<file path="config.mk">
export PLATFORM = sky130hd
export DESIGN_NAME = rr_arbiter8_flat
export DESIGN_NICKNAME = d
export VERILOG_FILES = /design/src/rtl/rr_arbiter8_pkg.sv /design/src/rtl/rr_arbiter8_if.sv /design/src/rtl/rr_arbiter8_onehot_dec3.sv /design/src/rtl/rr_arbiter8.sv /design/src/flat_wrapper.sv
export SDC_FILE = /design/constraint.sdc
export NUM_CORES = 1
export LEC_CHECK = 0
export CAP_MARGIN = 15
export CORE_UTILIZATION = 61
export DETAILED_ROUTE_END_ITERATION = 16
export PLACE_DENSITY = 0.9
export SLEW_MARGIN = 20
export SYNTH_ARGS = -nofsm -noshare
export SYNTH_HDL_FRONTEND = slang
export SYNTH_SLANG_ARGS = --single-unit
</file>
<file path="constraint.sdc">
create_clock -name clk -period 6.84 [get_ports clk]
set_input_delay 1.368 -clock clk [delete_from_list [all_inputs] [get_ports clk]]
set_output_delay 1.368 -clock clk [all_outputs]
set_load 0.01 [all_outputs]
</file>
<file path="src/rtl/rr_arbiter8_pkg.sv">
`default_nettype none
// ============================================================================
// Module   : arb_pkg
// Brief    : Shared types and sizing constants for the rr_arbiter8 slice.
// Revision : 1.0 - initial release
// ============================================================================
package arb_pkg;

   localparam int N_REQ  = 8;   // number of requesters
   localparam int IDX_W  = 3;   // width of a requester index
   localparam int HOLD_W = 8;   // width of the hold-time counter (MAX_HOLD <= 255)

   // Arbiter state encoding, kept as plain 1-bit constants for legacy tools
   typedef logic [0:0] state_t;
   localparam state_t IDLE  = 1'b0;
   localparam state_t GRANT = 1'b1;

endpackage
`default_nettype wire

</file>
<file path="src/rtl/rr_arbiter8_if.sv">
`default_nettype none
// ============================================================================
// Module   : rr_arbiter8_if
// Brief    : Request/grant bundle between requesters and the arbiter.
// Revision : 1.0 - initial release
// ============================================================================
interface rr_arbiter8_if;
   import arb_pkg::*;

   logic [N_REQ-1:0] req;
   logic             done;
   logic [N_REQ-1:0] gnt;
   logic [IDX_W-1:0] gnt_idx;
   logic             gnt_valid;
   logic             timeout;

   // Requester side
   modport master (
      output req, done,
      input  gnt, gnt_idx, gnt_valid, timeout
   );

   // Arbiter side
   modport slave (
      input  req, done,
      output gnt, gnt_idx, gnt_valid, timeout
   );

endinterface
`default_nettype wire

</file>
<file path="src/rtl/rr_arbiter8_onehot_dec3.sv">
`default_nettype none
// ============================================================================
// Module   : onehot_dec3
// Brief    : 3-to-8 one-hot decoder with enable, purely combinational.
// Revision : 1.0 - initial release
// ============================================================================
module onehot_dec3
   import arb_pkg::*;
(
   input  logic [IDX_W-1:0] idx,
   input  logic             en,
   output logic [N_REQ-1:0] onehot
);

   // Decode the index; all zero when disabled
   always_comb begin
      onehot = '0;
      if (en) begin
         onehot = N_REQ'(1) << idx;
      end
   end

endmodule
`default_nettype wire

</file>
<file path="src/rtl/rr_arbiter8.sv">
`default_nettype none
// ============================================================================
// Module   : rr_arbiter8
// Brief    : Eight-way round-robin arbiter with hold-time limit. Grants are
//            held until done, owner withdrawal, or MAX_HOLD cycles elapse.
// Revision : 1.0 - initial release
// ============================================================================
module rr_arbiter8
   import arb_pkg::*;
#(
   parameter int unsigned MAX_HOLD = 16
)(
   input  logic            clk,
   input  logic            rst,
   rr_arbiter8_if.slave    bus
);

   localparam logic [HOLD_W-1:0] c_MAX_HOLD = HOLD_W'(MAX_HOLD);

   state_t            r_state,   w_state_nxt;
   logic [IDX_W-1:0]  r_ptr,     w_ptr_nxt;
   logic [IDX_W-1:0]  r_gnt_idx, w_idx_nxt;
   logic              r_valid,   w_valid_nxt;
   logic [HOLD_W-1:0] r_hold,    w_hold_nxt;
   logic              r_timeout, w_timeout_nxt;
   logic [N_REQ-1:0]  r_gnt,     w_gnt_dec;
   logic [IDX_W-1:0]  w_pick;

   // Rotate requests so ptr sits at bit 0, take the lowest set bit, then
   // add ptr back; the 3-bit add wraps naturally modulo 8.
   function automatic logic [IDX_W-1:0] rr_pick(input logic [N_REQ-1:0] req,
                                                input logic [IDX_W-1:0] ptr);
      logic [N_REQ-1:0] rot;
      logic [IDX_W-1:0] off;
      rot = N_REQ'({req, req} >> ptr);
      off = '0;
      for (int i = N_REQ - 1; i >= 0; i--) begin
         if (rot[i]) off = IDX_W'(i);
      end
      return ptr + off;
   endfunction

   assign w_pick = rr_pick(bus.req, r_ptr);

   // Next-state logic: search in IDLE, release/hold/force-release in GRANT
   always_comb begin
      w_state_nxt   = r_state;
      w_ptr_nxt     = r_ptr;
      w_idx_nxt     = r_gnt_idx;
      w_valid_nxt   = r_valid;
      w_hold_nxt    = r_hold;
      w_timeout_nxt = 1'b0;
      if (r_state == IDLE) begin
         if (bus.req != '0) begin
            w_state_nxt = GRANT;
            w_idx_nxt   = w_pick;
            w_valid_nxt = 1'b1;
            w_hold_nxt  = HOLD_W'(1);
         end
      end else begin
         // done has priority over the hold limit, so a collision is a
         // normal release without a timeout pulse
         if (bus.done || !bus.req[r_gnt_idx] || (r_hold == c_MAX_HOLD)) begin
            w_state_nxt   = IDLE;
            w_idx_nxt     = '0;
            w_valid_nxt   = 1'b0;
            w_hold_nxt    = '0;
            w_ptr_nxt     = r_gnt_idx + IDX_W'(1);
            w_timeout_nxt = !bus.done && bus.req[r_gnt_idx];
         end else begin
            w_hold_nxt = r_hold + HOLD_W'(1);
         end
      end
   end

   // The one-hot grant is decoded from next-state index so gnt stays registered
   onehot_dec3 u_dec (
      .idx    (w_idx_nxt),
      .en     (w_valid_nxt),
      .onehot (w_gnt_dec)
   );

   // State and output registers
   always_ff @(posedge clk or posedge rst) begin
      if (rst) begin
         r_state   <= IDLE;
         r_ptr     <= '0;
         r_gnt_idx <= '0;
         r_valid   <= 1'b0;
         r_hold    <= '0;
         r_timeout <= 1'b0;
         r_gnt     <= '0;
      end else begin
         r_state   <= w_state_nxt;
         r_ptr     <= w_ptr_nxt;
         r_gnt_idx <= w_idx_nxt;
         r_valid   <= w_valid_nxt;
         r_hold    <= w_hold_nxt;
         r_timeout <= w_timeout_nxt;
         r_gnt     <= w_gnt_dec;
      end
   end

   assign bus.gnt       = r_gnt;
   assign bus.gnt_idx   = r_gnt_idx;
   assign bus.gnt_valid = r_valid;
   assign bus.timeout   = r_timeout;

endmodule
`default_nettype wire
</file>
<file path="src/flat_wrapper.sv">
// flat-port wrapper written by rule: the top's interface ports become plain ports
module rr_arbiter8_flat import arb_pkg::*;
#(
   parameter int unsigned MAX_HOLD = 16
)
  (clk, rst, bus_req, bus_done, bus_gnt, bus_gnt_idx, bus_gnt_valid, bus_timeout);
  rr_arbiter8_if bus_i ();
  input  logic clk;
  input  logic rst;
  input wire logic [$bits(bus_i.req)-1:0] bus_req;
  input wire logic [$bits(bus_i.done)-1:0] bus_done;
  output wire logic [$bits(bus_i.gnt)-1:0] bus_gnt;
  output wire logic [$bits(bus_i.gnt_idx)-1:0] bus_gnt_idx;
  output wire logic [$bits(bus_i.gnt_valid)-1:0] bus_gnt_valid;
  output wire logic [$bits(bus_i.timeout)-1:0] bus_timeout;
  assign bus_i.req = bus_req;
  assign bus_i.done = bus_done;
  assign bus_gnt = bus_i.gnt;
  assign bus_gnt_idx = bus_i.gnt_idx;
  assign bus_gnt_valid = bus_i.gnt_valid;
  assign bus_timeout = bus_i.timeout;
  rr_arbiter8 #(.MAX_HOLD(MAX_HOLD)) u_core (.clk(clk), .rst(rst), .bus(bus_i));
endmodule
</file>
==> results.md, run 1 <==
* Hold Vio Cnt, Final at 0
* Nets at roughly 250
* Asr flop ratio synth at 100%
* GRT overflow at 0
* Final Cell Area at 2290 um^2
* Layout Cells excl Fill at ~280
* Wire per inst at 16.6 um
* Placed cells at 272
* Clock root cell: clkbuf_4
* Tot Pwr at between 900 and 1000 uW
* Setup Crit Path Kind: input pin to flop
* Ys Warns at 0
* Sequential fraction of the synthesis area at 30.3%
* Hold WC Path Type: flop to flop
* Area grow syn2layout at 11.1%
* Antenna viol nets, final at 0
* Synth Instances at 220
* Initial antenna violation count at 0
* Setup crit start kind: input pin
* Ranking of synthesized cells by area: dfrtp_1, mux4_2, nor3_1, nor3b_1, nand2_1
* Max-cap viol count at 0
* Die width at around 60 um
* Final wirelength at 4.57 mm
* Post-CTS Setup Bufs at 0
* Worst-Skew Late Latency at 0.33 ns
* Core area at 3130 um^2
* Post-synth EDFFs at 0
* Avg Cell Area, Syn at around 9.4 um^2
* Number of gates resized after CTS at 0
* Fill count at 220
* Final setup viols at 0
* P_leak at about 0.00091 uW
* Drt initial violations at 99
* R2r worst-path depth at 10
* Netlist cell types at 46
* Clock-pin transition on the worst setup and hold timing paths at 0.15 ns
* Multi-input logic area at 1300 um^2
* Hold Buf Count CTS at 0
* Slew @ Worst Pin at approximately 1.0 ns
* Vias per cell at 6.47
* Top FF cell, synth: dfrtp_1
* Min Tclk post-route at 4.55 ns
* Worst slew margin at 33.3%
* H-tree Lvls at 1
* Crit-path max FO at 11
* Fin. max-slew vios at 0
* Largest net degree at the start of global routing at 29
* Top cells by count, synth: dfrtp_1, nand2_1, nor3_1, a21oi_1, inv_1
* CTS buffer count at 3
* Worst Skew at approximately 0.0072 ns
* Drt first pass iters at 4
* Die Y at 60.2 um
* Power Dens Cells at 400 nW/um^2
* RePlAce Congestion at between 0.8 and 0.9
* Run status: completed
* Sink Count at 25
* Drt drc at 0
* Worst path arrival time at between 4 and 5 ns
* First-pass GRT wire length at 7.87 mm
* Synth area leader: dfrtp_1
* Diodes inserted at 0
* Vias in the first global route at 1,696
* Mapped Area at roughly 2100 um^2
* Post-DP Area at 2260 um^2
* CTS max path bufs at 2
* Area fraction of the dominant cell type after synthesis at between 30% and 40%
* RSZ-0062 raised after global routing: no
* Num rows at 20
* TNS Setup at 0 ns
* Worst hold path stage count at 1
* Max rail drop VDD at 0.237 mV
* Share of cells above drive strength 1 at between 10% and 20%
* Via Count at 1,785
* # port buffers at 23
* Count leader, synth: dfrtp_1
* HPWL Detailed at 3.30 mm
* CP required at 7.09 ns
* Global Route Usage Sum at 29.3%
* Mapped Nets at approximately 240
* Die area at 3620 um^2
* # IOs at 24
* Initial core utilization at roughly 66%
* Register area at 626 um^2
* Critical Path End Type: flop
* CTS tree: done
* Fin crit share at roughly two thirds
* Max Clk Rate at 220 MHz
* Final core utilization at 73.3%
* Synthesized flop and latch total at 25
[final cells by class]
type / count / area share (%)
timing repair buffer: 24 / 10.4
clock inverter: 1 / 0.328
sequential: 25 / 27.3
clock buffer: 3 / 0.983
multi-input combinational: 167 / 56.7
inverter: 12 / 1.97
tap: 44 / 2.40
[power breakdown]
part	internal [uW]	total, uW	switching, uW
clock	22.4	70.5	48.1
sequential	187	280	92.7
combinational	286	565	279
[path summary, 6_finish.rpt]
| path | slack [ns] | startpoint | to |
|---|---|---|---|
| setup / recovery | 2.29 | bus_req[3] | u_core.bus.gnt[1] |
| setup reg to reg | 2.97 | u_core.r_ptr[1] | u_core.bus.gnt[1] |
| max in group asynchronous | 4.74 | rst | u_core.r_ptr[1] |
| hold reg to reg | 0.54 | u_core.r_hold[7] | u_core.r_hold[7] |
| min in group asynchronous | 1.54 | rst | u_core.bus.gnt[3] |
| hold / removal | 0.54 | u_core.r_hold[7] | u_core.r_hold[7] |
[placed cells by master, fill, tap and decap left out, drive strengths merged, types with 2 or more instances in the layout]
| cell | count |
|---|---|
| mux2 | 2 |
| nor4 | 10 |
| nand2 | 19 |
| nor3 | 22 |
| nand3 | 8 |
| or4 | 4 |
| a21oi | 14 |
| o211ai | 2 |
| nor2b | 3 |
| a21o | 2 |
| o21ai | 13 |
| inv | 12 |
| xnor2 | 4 |
| clkbuf | 3 |
| mux2i | 7 |
| a22o | 4 |
| mux4 | 9 |
| dfrtp | 25 |
| o21a | 3 |
| clkdlybuf4s50 | 23 |
| nor2 | 7 |
| nor3b | 12 |
| nand2b | 7 |
| ha | 4 |
[layer usage]
layer / global-route usage (%) / wire length [um] / up-vias
li1: - / - / 834
met1: 37.2 / 1880 / 859
met2: 49.5 / 2300 / 78
met3: 4.98 / 290 / 14
met4: 10.6 / 98 / 0
met5: 0 / 0 / -
[sequential cells by signal, summed over array words and instances, names as in the netlist]
| register | flops |
|---|---|
| u_core.r_hold | 8 |
| u_core.bus.gnt_idx | 3 |
| u_core.r_ptr | 3 |
| u_core.bus.gnt_valid | 1 |
| u_core.bus.timeout | 1 |
| u_core.r_state | 1 |
| u_core.bus.gnt | 8 |
[through the flow]
stage / setup slack (ns) / hold slack (ns)
2_1_floorplan: 2.86 / 0.484
4_1_cts: 2.31 / 0.550
3_3_place_gp: 2.12 / 0.509
6_report: 2.29 / 0.545
3_5_place_dp: 1.97 / 0.513
5_1_grt: 1.98 / 0.589
[worst max-delay path: stages]
cell and delay [ns]:
clkdlybuf4s50_1 0.71, inv_1 0.13, mux4_2 0.52, nand2_1 0.10, o22ai_1 0.10, o21ai_1 0.12, o211ai_1 0.13, ha_1 0.25
fa_1 0.39, xnor2_1 0.16, nor2b_1 0.18, mux2i_2 0.35, nor3b_1 0.28
[kinds of logic (layout without fill, tap and decap cells)]
| logic type | Yosys count | count (layout) | synth area share, % |
|---|---|---|---|
| AO/OA/AOI/OAI | 43 | 43 | 13.6 |
| XOR/XNOR | 5 | 5 | 2.12 |
| adder cells (fa/ha/maj) | 5 | 5 | 3.40 |
| buffers and inverters | 28 | 40 | 6.73 |
| flip-flops | 25 | 25 | 30.3 |
| multiplexers | 18 | 18 | 15.5 |
| AND/OR/NAND/NOR | 96 | 96 | 28.3 |
(Power assumes the default switching activity.)
==> run 2, diff against run 1 <==
- CORE_UTILIZATION: 61 -> 51
- PLACE_DENSITY: 0.9 -> 0.81
- clock period: 6.84 -> 3.8 ns (I/O delays scaled with it)
==> results.md, run 2 (synthesized netlist as in run 1, its figures left out) <==
* Run status: completed
* Cell family with most CP delay: compound AO/OA/AOI/OAI gates
* Sink Count at 25
* Worst-Skew Late Latency at 0.28 ns
* CTS buffer count at 3
* Worst hold margin at 0.545 ns
* Worst path max stage delay at 0.48 ns
* Wire per inst at 16.5 um
* RePlAce Congestion at ~0.96
* Die Y at roughly 66 um
* Hold Buf Count CTS at 0
* Via Count at 1,903
* TNS Setup at 0 ns
* Area grow syn2layout at 27.3%
* Buf+Inv Stages, Crit Path at 2
* H-tree Lvls at 1
* Crit path cell chain: clkdlybuf4s50_1 -> buf_4 -> o21a_1 -> mux4_2 -> o22ai_1 -> o21ai_1 -> o211ai_1 -> ha_2 -> fa_1 -> o21ai_1 -> a21oi_2 -> a21oi_2 -> nand2b_1 -> nor3b_1
* Num rows at 22
* Psw at ~800 uW
* Final wirelength at 5.19 mm
* Hold WC Path Type: flop to flop
* Clock-pin transition on the worst setup and hold timing paths at 0.09 ns
* Vias per cell at 6.04
* Clock power share at 8.8%
* Setup Crit Path Kind: input pin to flop
* Number of gates resized after CTS at 0
* Antenna viol nets, final at 0
* RSZ-0062 raised after global routing: no
* Min Tclk post-route at 3.63 ns
* Internal power at around 1100 uW
* Largest net degree at the start of global routing at 26
* Die area at 4300 um^2
* Die width at 65.6 um
* GRT overflow at 0
* Fin. max-slew vios at 0
* Fill count at roughly 290
* HPWL Detailed at 3.77 mm
* Drt first pass iters at 4
* Max rail drop VDD at 0.425 mV
* Share of cells above drive strength 1 at 27.7%
* Initial antenna violation count at 0
* Power Dens Cells at 722 nW/um^2
* Worst slew margin at 40.2%
* Max-cap viol count at 0
* CTS max path bufs at 2
* CP required at 3.98 ns
* CTS tree: done
* Setup crit start kind: input pin
* Core area at 3770 um^2
* First-pass GRT wire length at 8.38 mm
* Fin crit share at between 90 and 100%
* Initial core utilization at between 50% and 60%
* # IOs at 24
* Sw frac at about 43%
* Nets at between 200 and 300
* Hold Vio Cnt, Final at 0
* Drt initial violations at 72
* Most frequent cells in the layout: buf_4, dfrtp_1, nand2_1, nor3_1, clkdlybuf4s50_1
* Drt drc at 0
* P_leak at 0.00116 uW
* Max Clk Rate at between 200 and 300 MHz
* Final setup viols at 0
* Combinational Power Share at between 60% and 70%
* Worst path arrival time at 3.82 ns
* Most common cell after layout, fill and taps aside: buf_4
* Slew @ Worst Pin at 0.896 ns
* Clock root cell: clkbuf_8
* # port buffers at 23
* Vias in the first global route at roughly 1,900
* Post-CTS Setup Bufs at 0
* Crit-path max FO at 5
* Part of the power in registers at 24.6%
* Tot Pwr at 1900 uW
* Critical Path End Type: flop
* Worst Skew at 0.00299 ns
* Global Route Usage Sum at between 20 and 30%
* Diodes inserted at 0
* Slowest CP cell: clkdlybuf4s50_1
[run 2: cell count changes in the layout (fill, tap and decap cells not counted), sizes merged]
| cell | delta |
|---|---|
| clkdlybuf4s50 | -7 |
| dlymetal6s2s | +7 |
| buf | +35 |
[run 2: path summary, 6_finish.rpt]
path	start	endpoint	slack, ns	depth (start not counted)
max in group asynchronous	rst	u_core.r_ptr[1]	2.28	2
min in group asynchronous	rst	u_core.r_hold[7]	0.97	2
worst max-delay path	bus_req[6]	u_core.bus.gnt[1]	0.17	14
worst max register to register	u_core.r_ptr[1]	u_core.bus.gnt[1]	0.42	14
worst min-delay path	u_core.r_hold[7]	u_core.r_hold[7]	0.54	1
worst min register to register	u_core.r_hold[7]	u_core.r_hold[7]	0.54	1
[run 2: area by class of cell]
class	count	area, um^2	share of cell area, %
multi-input combinational	167	1330	50.6
sequential	25	626	23.8
timing repair buffer	59	518	19.7
tap	48	60.1	2.29
inverter	12	45.0	1.72
clock buffer	3	41.3	1.57
clock inverter	1	7.51	0.286
[run 2: per-layer routing]
metal / up-vias / track usage [%] / share of wire [%]
met3: 12 / 3.82 / 4.9
met2: 79 / 41.5 / 50
li1: 904 / - / -
met5: - / 0 / 0
met4: 0 / 8.97 / 1.9
met1: 908 / 34.0 / 43
[run 2: metrics by stage]
stage	utilization, %	instances	setup WS (ns)	area, um^2
after detailed placement	67.1	311	-0.236	2530
after global placement	67.1	311	-0.135	2530
final	69.6	315	0.168	2630
after CTS	68.4	315	0.00654	2580
after global routing	69.6	315	0.0169	2630
after floorplan	-	220	0.429	2060
[run 2: power by group through the flow]
stage | clock [uW] | sequential, uW | combinational (uW)
floorplan | 0 | 428 | 838
global placement | 0 | 462 | 1170
detailed placement | 0 | 468 | 1200
CTS | 168 | 462 | 1210
global route | 177 | 482 | 1370
finish | 166 | 466 | 1260
